### src/rtl/cfg_pkg.sv
// Global configuration shared by the stack blocks.
package cfg_pkg;

  localparam int unsigned ENGS_N = 4;

endpackage : cfg_pkg

### src/rtl/stk_pkg.sv
// Stack-block types: opcodes, INV sequencer state and completion record.
package stk_pkg;

  localparam int unsigned OPCODE_W    = 4;
  localparam logic [OPCODE_W-1:0] OPCODE_INV = 4'h7;

  localparam int unsigned INV_ENGID_W = $clog2(cfg_pkg::ENGS_N);
  localparam int unsigned INV_CNT_W   = 16;

  typedef enum logic [2:0] {
    IDLE  = 3'd0,
    DRAIN = 3'd1,
    REQ   = 3'd2,
    RSP   = 3'd3,
    DONE  = 3'd4
  } inv_state_t;

  typedef struct packed {
    logic [INV_ENGID_W-1:0] engid;
    logic [INV_CNT_W-1:0]   cnt;
  } inv_done_t;

endpackage : stk_pkg

### src/rtl/stk_inv_seq_cnt.sv
// Saturating up-counter with synchronous clear; increment has priority below clear.
module stk_inv_seq_cnt #(
  parameter int unsigned W = 16
) (
  input  logic         clk,
  input  logic         arst_n,
  input  logic         clr_i,
  input  logic         inc_i,
  output logic [W-1:0] cnt_o
);

  logic [W-1:0] cnt_q;
  logic [W-1:0] cnt_d;

  // Next count: clear wins, otherwise count up and stick at all-ones.
  always_comb begin
    cnt_d = cnt_q;
    if (clr_i) begin
      cnt_d = '0;
    end else if (inc_i && (cnt_q != {W{1'b1}})) begin
      cnt_d = cnt_q + W'(1);
    end
  end

  // Count register, synchronous active-low reset.
  always_ff @(posedge clk) begin
    if (!arst_n) begin
      cnt_q <= '0;
    end else begin
      cnt_q <= cnt_d;
    end
  end

  assign cnt_o = cnt_q;

endmodule : stk_inv_seq_cnt

### src/rtl/stk_inv_seq.sv
// Stack INV opcode sequencer: drains an engine, then issues INV micro-ops
// until its stack reports empty and emits a completion record.
// Optional watchdog abort in RSP: define STK_INV_SEQ_WDOG_EN.
module stk_inv_seq
  import stk_pkg::*;
#(
  parameter int unsigned ENGS_N  = cfg_pkg::ENGS_N,
  parameter int unsigned ENGID_W = $clog2(ENGS_N),
  parameter int unsigned CNT_W   = 16,
  parameter int unsigned WDOG_W  = 12
) (
  input  logic               clk,
  input  logic               arst_n,
  input  logic               i_inv_vld,
  input  logic [ENGID_W-1:0] i_inv_engid,
  output logic               o_inv_pop,
  input  logic [ENGS_N-1:0]  i_active,
  output logic               o_req_vld,
  output logic [ENGID_W-1:0] o_req_engid,
  input  logic               i_req_ack,
  input  logic               i_rsp_vld,
  input  logic [ENGID_W-1:0] i_rsp_engid,
  input  logic               i_rsp_freed,
  input  logic               i_rsp_empty,
  output logic [ENGS_N-1:0]  o_blk_d,
  output logic               o_done_vld,
  output logic [ENGID_W-1:0] o_done_engid,
  output logic [CNT_W-1:0]   o_done_cnt,
  output logic               o_err
);

  if (WDOG_W == 0) begin : g_wdog_w_chk
    $error("stk_inv_seq: WDOG_W must be nonzero");
  end

  inv_state_t         state_q;
  inv_state_t         state_d;
  logic [ENGID_W-1:0] engid_q;
  logic [ENGID_W-1:0] engid_d;

  logic               cnt_clr;
  logic               cnt_inc;
  logic [CNT_W-1:0]   cnt;
  logic               rsp_match;
  logic               wdog_hit;
  inv_done_t          done_rec;

  assign rsp_match = i_rsp_vld && (i_rsp_engid == engid_q);

  // Freed-line counter for the command in progress.
  stk_inv_seq_cnt #(
    .W (CNT_W)
  ) u_freed_cnt (
    .clk    (clk),
    .arst_n (arst_n),
    .clr_i  (cnt_clr),
    .inc_i  (cnt_inc),
    .cnt_o  (cnt)
  );

`ifdef STK_INV_SEQ_WDOG_EN
  logic              wdog_clr;
  logic              wdog_inc;
  logic [WDOG_W-1:0] wdog;

  assign wdog_clr = (state_q == REQ) && i_req_ack;
  assign wdog_inc = (state_q == RSP);

  // Response watchdog: restarts on every request accept.
  stk_inv_seq_cnt #(
    .W (WDOG_W)
  ) u_wdog_cnt (
    .clk    (clk),
    .arst_n (arst_n),
    .clr_i  (wdog_clr),
    .inc_i  (wdog_inc),
    .cnt_o  (wdog)
  );

  assign wdog_hit = (state_q == RSP) && !rsp_match && (wdog == {WDOG_W{1'b1}});
`else
  assign wdog_hit = 1'b0;
`endif

  // State and latched engine id.
  always_ff @(posedge clk) begin
    if (!arst_n) begin
      state_q <= IDLE;
      engid_q <= '0;
    end else begin
      state_q <= state_d;
      engid_q <= engid_d;
    end
  end

  // Next-state decode and per-state outputs.
  always_comb begin
    state_d     = state_q;
    engid_d     = engid_q;
    cnt_clr     = 1'b0;
    cnt_inc     = 1'b0;
    o_inv_pop   = 1'b0;
    o_req_vld   = 1'b0;
    o_req_engid = '0;
    o_blk_d     = '0;
    o_done_vld  = 1'b0;
    done_rec    = '0;

    case (state_q)
      IDLE: begin
        // Hold the queue while reset is asserted so no command is lost.
        o_inv_pop = i_inv_vld && arst_n;
        if (i_inv_vld) begin
          engid_d = i_inv_engid;
          cnt_clr = 1'b1;
          state_d = DRAIN;
        end
      end
      DRAIN: begin
        o_blk_d = ENGS_N'(1) << engid_q;
        if (!i_active[engid_q]) begin
          state_d = REQ;
        end
      end
      REQ: begin
        o_blk_d     = ENGS_N'(1) << engid_q;
        o_req_vld   = 1'b1;
        o_req_engid = engid_q;
        if (i_req_ack) begin
          state_d = RSP;
        end
      end
      RSP: begin
        o_blk_d = ENGS_N'(1) << engid_q;
        if (rsp_match) begin
          cnt_inc = i_rsp_freed;
          state_d = i_rsp_empty ? DONE : REQ;
        end else if (wdog_hit) begin
          // Abort: report the partial count alongside the error pulse.
          o_done_vld     = 1'b1;
          done_rec.engid = INV_ENGID_W'(engid_q);
          done_rec.cnt   = INV_CNT_W'(cnt);
          state_d        = IDLE;
        end
      end
      DONE: begin
        o_blk_d        = ENGS_N'(1) << engid_q;
        o_done_vld     = 1'b1;
        done_rec.engid = INV_ENGID_W'(engid_q);
        done_rec.cnt   = INV_CNT_W'(cnt);
        state_d        = IDLE;
      end
      default: begin
        state_d = IDLE;
      end
    endcase
  end

  assign o_done_engid = ENGID_W'(done_rec.engid);
  assign o_done_cnt   = CNT_W'(done_rec.cnt);
  assign o_err        = wdog_hit;

  // A response for the target engine is only legal while one is outstanding.
  a_rsp_only_in_rsp : assert property (@(posedge clk) disable iff (!arst_n)
    !(i_rsp_vld && (i_rsp_engid == engid_q) && ((state_q == DRAIN) || (state_q == REQ))));

endmodule : stk_inv_seq

### config.mk
export PLATFORM = sky130hd
export DESIGN_NAME = stk_inv_seq
export DESIGN_NICKNAME = d
export VERILOG_FILES = /design/src/rtl/cfg_pkg.sv /design/src/rtl/stk_pkg.sv /design/src/rtl/stk_inv_seq_cnt.sv /design/src/rtl/stk_inv_seq.sv
export SDC_FILE = /design/constraint.sdc
export NUM_CORES = 1
export LEC_CHECK = 0
export BUFFER_PORTS_ARGS = -buffer_cell sky130_fd_sc_hd__buf_2
export CAP_MARGIN = 10
export CORE_ASPECT_RATIO = 0.75
export CORE_MARGIN = 2
export CORE_UTILIZATION = 41
export DETAILED_ROUTE_END_ITERATION = 6
export PLACE_DENSITY = 0.66
export REMOVE_ABC_BUFFERS = 1
export SETUP_SLACK_MARGIN = 0.05
export SLEW_MARGIN = 10
export SYNTH_ARGS = -nofsm -noshare
export SYNTH_HDL_FRONTEND = slang
export SYNTH_SLANG_ARGS = --single-unit
### constraint.sdc
create_clock -name clk -period 2.3 [get_ports clk]
set_input_delay 0.575 -clock clk [delete_from_list [all_inputs] [get_ports clk]]
set_output_delay 0.575 -clock clk [all_outputs]
set_load 0.01 [all_outputs]
==> results of run 1 <==
registers in the layout, summed over array words and instances (netlist names):
register and count:
state_q 3, engid_q 2, u_freed_cnt.cnt_o 16
cells by family after synthesis:
kind of cell             share of synthesized area [%]
multiplexers                                     7.081
XOR/XNOR                                         2.850
AO/OA/AOI/OAI                                    9.845
other                                           0.2588
buffers and inverters                            6.649
flip-flops                                       29.02
AND/OR/NAND/NOR                                  43.44
adder cells (fa/ha/maj)                         0.8634
worst max-delay path, stage by stage (launching register included):
cell,delay [ns]
dfxtp_1,0.44
nor4b_1,0.41
and2_1,0.18
buf_2,0.12
repair_timing:
action                                  in CTS  in global routing
endpoints found under the setup margin       0                  2
buffers inserted                             0                  0
hold endpoints to repair                     0                  0
resized for setup                            0                  2
power breakdown:
part           leakage (nW)  internal, mW  switching (mW)
clock                0.0228         0.124           0.125
sequential            0.170         0.378          0.0349
combinational         0.539        0.0899           0.120
total                 0.732         0.592           0.280
stage by stage:
step	area, sq um	hold WS [ns]	power [mW]	util, %	instances
3_3_place_gp	1668	0.4829	0.6169	50.04	251
3_5_place_dp	1668	0.5037	0.6279	50.04	251
5_1_grt	1715	0.5430	0.9184	51.46	255
4_1_cts	1713	0.5150	0.8747	51.39	255
2_1_floorplan	1368	0.4599	0.5369	-	164
6_report	1715	0.5179	0.8715	51.46	255
path summary, 6_finish.rpt:
kind,cells past startpoint,endpoint,slack (ns),startpoint
worst max-delay path,3,o_inv_pop,0.30,state_q[2]
worst min-delay path,2,u_freed_cnt.cnt_o[9],0.52,u_freed_cnt.cnt_o[9]
worst max register to register,4,u_freed_cnt.cnt_o[12],0.32,state_q[2]
worst min register to register,2,u_freed_cnt.cnt_o[9],0.52,u_freed_cnt.cnt_o[9]
area by class of cell:
class,instances,area [sq um]
sequential,21,422.9
clock buffer,4,45.04
inverter,4,15.01
multi-input combinational,139,932.1
tap,40,50.05
fill,334,1618
timing repair buffer,47,250.2
synth_stat cells, types with 3 or more instances:
| master | n |
|---|---|
| nor2b_1 | 3 |
| inv_1 | 4 |
| nand4_1 | 6 |
| nor3b_1 | 4 |
| o31ai_1 | 5 |
| nand3_1 | 9 |
| o21ai_0 | 5 |
| clkbuf_1 | 5 |
| buf_2 | 5 |
| nand2_1 | 14 |
| dfxtp_1 | 21 |
| nor4_1 | 9 |
| nor3_1 | 4 |
| or4_1 | 8 |
| and3_1 | 19 |
| mux2i_1 | 8 |
| a21oi_1 | 11 |
| and2_1 | 5 |
| nand2b_1 | 6 |
| and4_1 | 3 |
metal layers:
layer / track usage (%) / up-vias / part of all wire [%]
met1: 24.94 / 702 / 47
li1: - / 743 / -
met3: 4.380 / 5 / 4.9
met5: 0 / - / 0
met2: 30.39 / 38 / 47
met4: 4.233 / 0 / 0.99
==> summary.txt, run 1 <==
Clock network
  • Post-CTS Hold Fix Bufs: 0
  • Clock slew at reported path FFs: 0.08 ns
  • Clk sinks: 21
  • CTS buffer count: 3
  • Root Buffer: clkbuf_8
  • CTS H-tree lvls: 1
  • Clock latency on the worst-skew pair: ~0.27 ns
  • Clock buffer depth: 2
  • CTS tree: yes

Final layout
  • Commonest non-fill, non-tap cell in the layout: buf_2
  • Area Growth Syn to Fin: 18.39%
  • Layout Nets: about 230
  • Commonest non-fill, non-tap cells in the layout: buf_2, and3_1, dfxtp_1
  • Ant. Diodes: 0
  • Layout cell share with drive strength beyond 1: 26.05%

Yosys
  • Sequential area share after synthesis: around 29%
  • Ys flop type: dfxtp_1
  • Share of the synthesized area in the top cell type: ~29%
  • Synth area leaders: dfxtp_1, and3_1, mux2i_1
  • Yosys warnings: 0
  • Synthesized flop and latch total: 21
  • Average size of a mapped cell: roughly 8.1 sq um
  • Post-synth EDFFs: 0
  • Netlist cell types: 38
  • Cells after Synth: around 180
  • Area leader, netlist: dfxtp_1
  • Asr flop ratio synth: 0%
  • Post-Syn Area: 1449 sq um

Place
  • Port Buffers: between 40 and 50
  • Final HPWL from detailed placement: roughly 2.7 mm
  • Worst slack at placement: ~0.19 ns
  • GP Congestion: 0.9211

Run
  • Max Cap Viol: 0

Power
  • Pleak: 0.7323 nW
  • Peak VDD IR: about 0.31 mV
  • Power Dens Cells: about 510 nW/um^2

Global routing
  • Initial antenna violation count: 0
  • All-Layer GR Usage: about a fifth
  • Grt total ovfl: 0
  • Pin count of the biggest net entering global routing: 26
  • First-pass GRT wire length: approximately 6 mm
  • Vias in the first global route: 1326

Drt
  • Remaining antenna violation count: 0
  • Vias: ~1500
  • WL final: ~3.7 mm
  • Vias per inst: between 5 and 6
  • Post-route DRC: 0
  • DR iter-0 viols: between 100 and 150
  • 1st-pass router iterations: 4
  • Post-DR wirelength/cell: between 10 and 15 um

Floorplan
  • CORE AREA: around 3300 sq um
  • Initial Util: between 40% and 50%
  • Die footprint: between 4000 and 5000 sq um
  • Die height: between 50 and 60 um
  • Die W: 72.64 um
  • IO Pins: 43
  • Rows: 18

Timing
  • Period utilization: approximately 87%
  • RSZ-0062 raised after global routing: no
  • Min setup slack post-route: between 0.2 and 0.3 ns
  • Max Clk Rate: 499.7 MHz
  • Post-route minimum period: between 2 and 2.5 ns
  • Slew Viols, Final: 0
  • Final setup viols: 0
  • Setup Skew: between 0.007 and 0.008 ns
  • Final Hold Fails: 0
  • TNS Setup: 0 ns

Setup path
  • CP Launch Type: flip-flop
  • Setup Crit Path Kind: reg -> out
  • Maximum fanout along the worst path: 12
  • Critical path arrival: ~1.4 ns
  • Crit path required time: ~1.7 ns
  • CP Capture Type: primary output

Worst hold path
  • Hold WC Path Type: reg -> reg

Outcome
  • Status: finished clean
(Power assumes the default switching activity.)
==> run 2: changes to the inputs <==
--- a/config.mk
+++ b/config.mk
@@ -10,6 +10,7 @@
 export CORE_ASPECT_RATIO = 0.75
 export CORE_MARGIN = 2
 export CORE_UTILIZATION = 41
+export CTS_BUF_LIST = sky130_fd_sc_hd__clkbuf_8
 export DETAILED_ROUTE_END_ITERATION = 6
 export PLACE_DENSITY = 0.66
 export REMOVE_ABC_BUFFERS = 1
==> run 2 against run 1 <==
- worst setup slack hardly changed
- cell count stayed put
- clock-buffer cell count down 1
- wire length up 0.19%
- non-clock buffer count did not move
- via count is 0.74% higher
- critical endpoint unchanged
- sequential cell count unchanged
- power decreased by 0.62%
- worst hold slack barely moved
==> summary.txt, run 2 (synthesized netlist as in run 1, its figures left out) <==
Global routing
  • Grt total ovfl: 0
  • Vias in the first global route: between 1000 and 1500
  • First-pass GRT wire length: between 6 and 7 mm
  • Initial antenna violation count: 0
  • All-Layer GR Usage: 18.66%
  • Pin count of the biggest net entering global routing: 26

Power
  • Pleak: around 0.74 nW
  • Power Dens Cells: 504.9 nW/um^2
  • Peak VDD IR: just over 0.3 mV

Drt
  • Remaining antenna violation count: 0
  • Post-route DRC: 0
  • Vias per inst: between 5 and 6
  • WL final: around 3.8 mm
  • Post-DR wirelength/cell: 14.71 um
  • Vias: 1499
  • DR iter-0 viols: between 150 and 200
  • 1st-pass router iterations: 4

Place
  • Placed cell count: 251
  • Port Buffers: 41
  • Final HPWL from detailed placement: around 2.7 mm
  • GP Congestion: about 0.9

Clock network
  • CTS H-tree lvls: 1
  • CTS tree: yes
  • Clk sinks: 21
  • Clock buffer depth: 2
  • Clock slew at reported path FFs: 0.08 ns
  • CTS buffer count: 3
  • Clock latency on the worst-skew pair: between 0.2 and 0.3 ns
  • Root Buffer: clkbuf_8

Run
  • Max Cap Viol: 0

Timing
  • RSZ-0062 raised after global routing: no
  • Final Hold Fails: 0
  • Slew Viols, Final: 0
  • TNS Setup: 0 ns
  • Post-route minimum period: approximately 2.0 ns
  • Max Clk Rate: ~500 MHz
  • Period utilization: between 80% and 90%
  • Setup Skew: around 0.0067 ns
  • Final setup viols: 0

Final layout
  • Layout Nets: between 200 and 250
  • Commonest non-fill, non-tap cells in the layout: buf_2, and3_1, dfxtp_1
  • Area Growth Syn to Fin: 18.39%
  • Number of flip-flops in the largest register: 16
  • Fill cells: between 300 and 400
  • Commonest non-fill, non-tap cell in the layout: buf_2
  • Layout cell share with drive strength beyond 1: around a quarter
  • Register Area: around 420 sq um
  • Ant. Diodes: 0
  • Multi-input logic area: slightly above 900 sq um
  • Layout Cells excl Fill: 255

Setup path
  • Crit path required time: roughly 1.7 ns
  • Maximum fanout along the worst path: 12
  • CP Launch Type: flip-flop
  • Setup Crit Path Kind: reg -> out
  • Critical path arrival: ~1.4 ns
  • CP Capture Type: primary output

Worst hold path
  • Hold WC Path Type: reg -> reg

Floorplan
  • Die footprint: between 4000 and 5000 sq um
  • IO Pins: 43
  • Initial Util: a little over two fifths
  • Rows: 18
  • CORE AREA: between 3000 and 4000 sq um
  • Die height: 55.48 um
  • Die W: between 70 and 80 um

Outcome
  • Status: finished clean
run 2: cell types whose count changed in the layout (fill, tap and decap cells not counted):
cell      previous run  this run
clkbuf_1             1         0
inv_1                4         5
run 2: cell type report:
| cell class | instances | share of cell area [%] |
|---|---|---|
| Sequential cell | 21 | 24.65 |
| Inverter | 4 | 0.8753 |
| Tap cell | 40 | 2.918 |
| Clock buffer | 3 | 2.407 |
| Multi-Input combinational cell | 139 | 54.34 |
| Timing Repair Buffer | 47 | 14.59 |
| Clock inverter | 1 | 0.2188 |
run 2: layer usage:
metal  part of all wire, %  vias to the layer above  track usage (%)
met1                    48                      712            24.94
met3                   4.9                        5            4.380
met5                     0                        -                0
li1                      -                      744                -
met2                    46                       38            30.39
met4                  0.99                        0            4.233
run 2: critical path: stages (launching register included):
cell and delay, ns:
dfxtp_1 0.44, nor4b_1 0.41, and2_1 0.18, buf_2 0.12
run 2: through the flow:
stage / setup slack (ns) / hold WS [ns] / utilization, % / area [sq um] / power, mW
global route: 0.1394 / 0.5430 / 51.46 / 1715 / 0.9141
CTS: 0.1869 / 0.5150 / 51.39 / 1713 / 0.8706
detailed placement: 0.1949 / 0.5037 / 50.04 / 1668 / 0.6279
floorplan: 0.2800 / 0.4599 / - / 1368 / 0.5369
finish: 0.2992 / 0.5178 / 51.46 / 1715 / 0.8661
global placement: 0.2469 / 0.4829 / 50.04 / 1668 / 0.6169
run 2: final timing paths:
check                                to  depth (start not counted)  slack, ns            startpoint
setup reg to reg  u_freed_cnt.cnt_o[12]                          4       0.32            state_q[2]
hold reg to reg    u_freed_cnt.cnt_o[9]                          2       0.52  u_freed_cnt.cnt_o[9]
hold / removal     u_freed_cnt.cnt_o[9]                          2       0.52  u_freed_cnt.cnt_o[9]
setup / recovery              o_inv_pop                          3       0.30            state_q[2]
run 2: power breakdown:
| group | total, mW | internal [mW] | leakage, nW | switching (mW) |
|---|---|---|---|---|
| combinational | 0.209 | 0.0899 | 0.539 | 0.119 |
| sequential | 0.413 | 0.378 | 0.170 | 0.0349 |
| clock | 0.245 | 0.119 | 0.0269 | 0.125 |
run 2: timing repair:
| item | 4_1_cts | 5_1_grt |
|---|---|---|
| setup endpoints to repair | 0 | 2 |
| resized for setup | 0 | 2 |
| setup buffers | 0 | 0 |
| hold buffers | 0 | 0 |
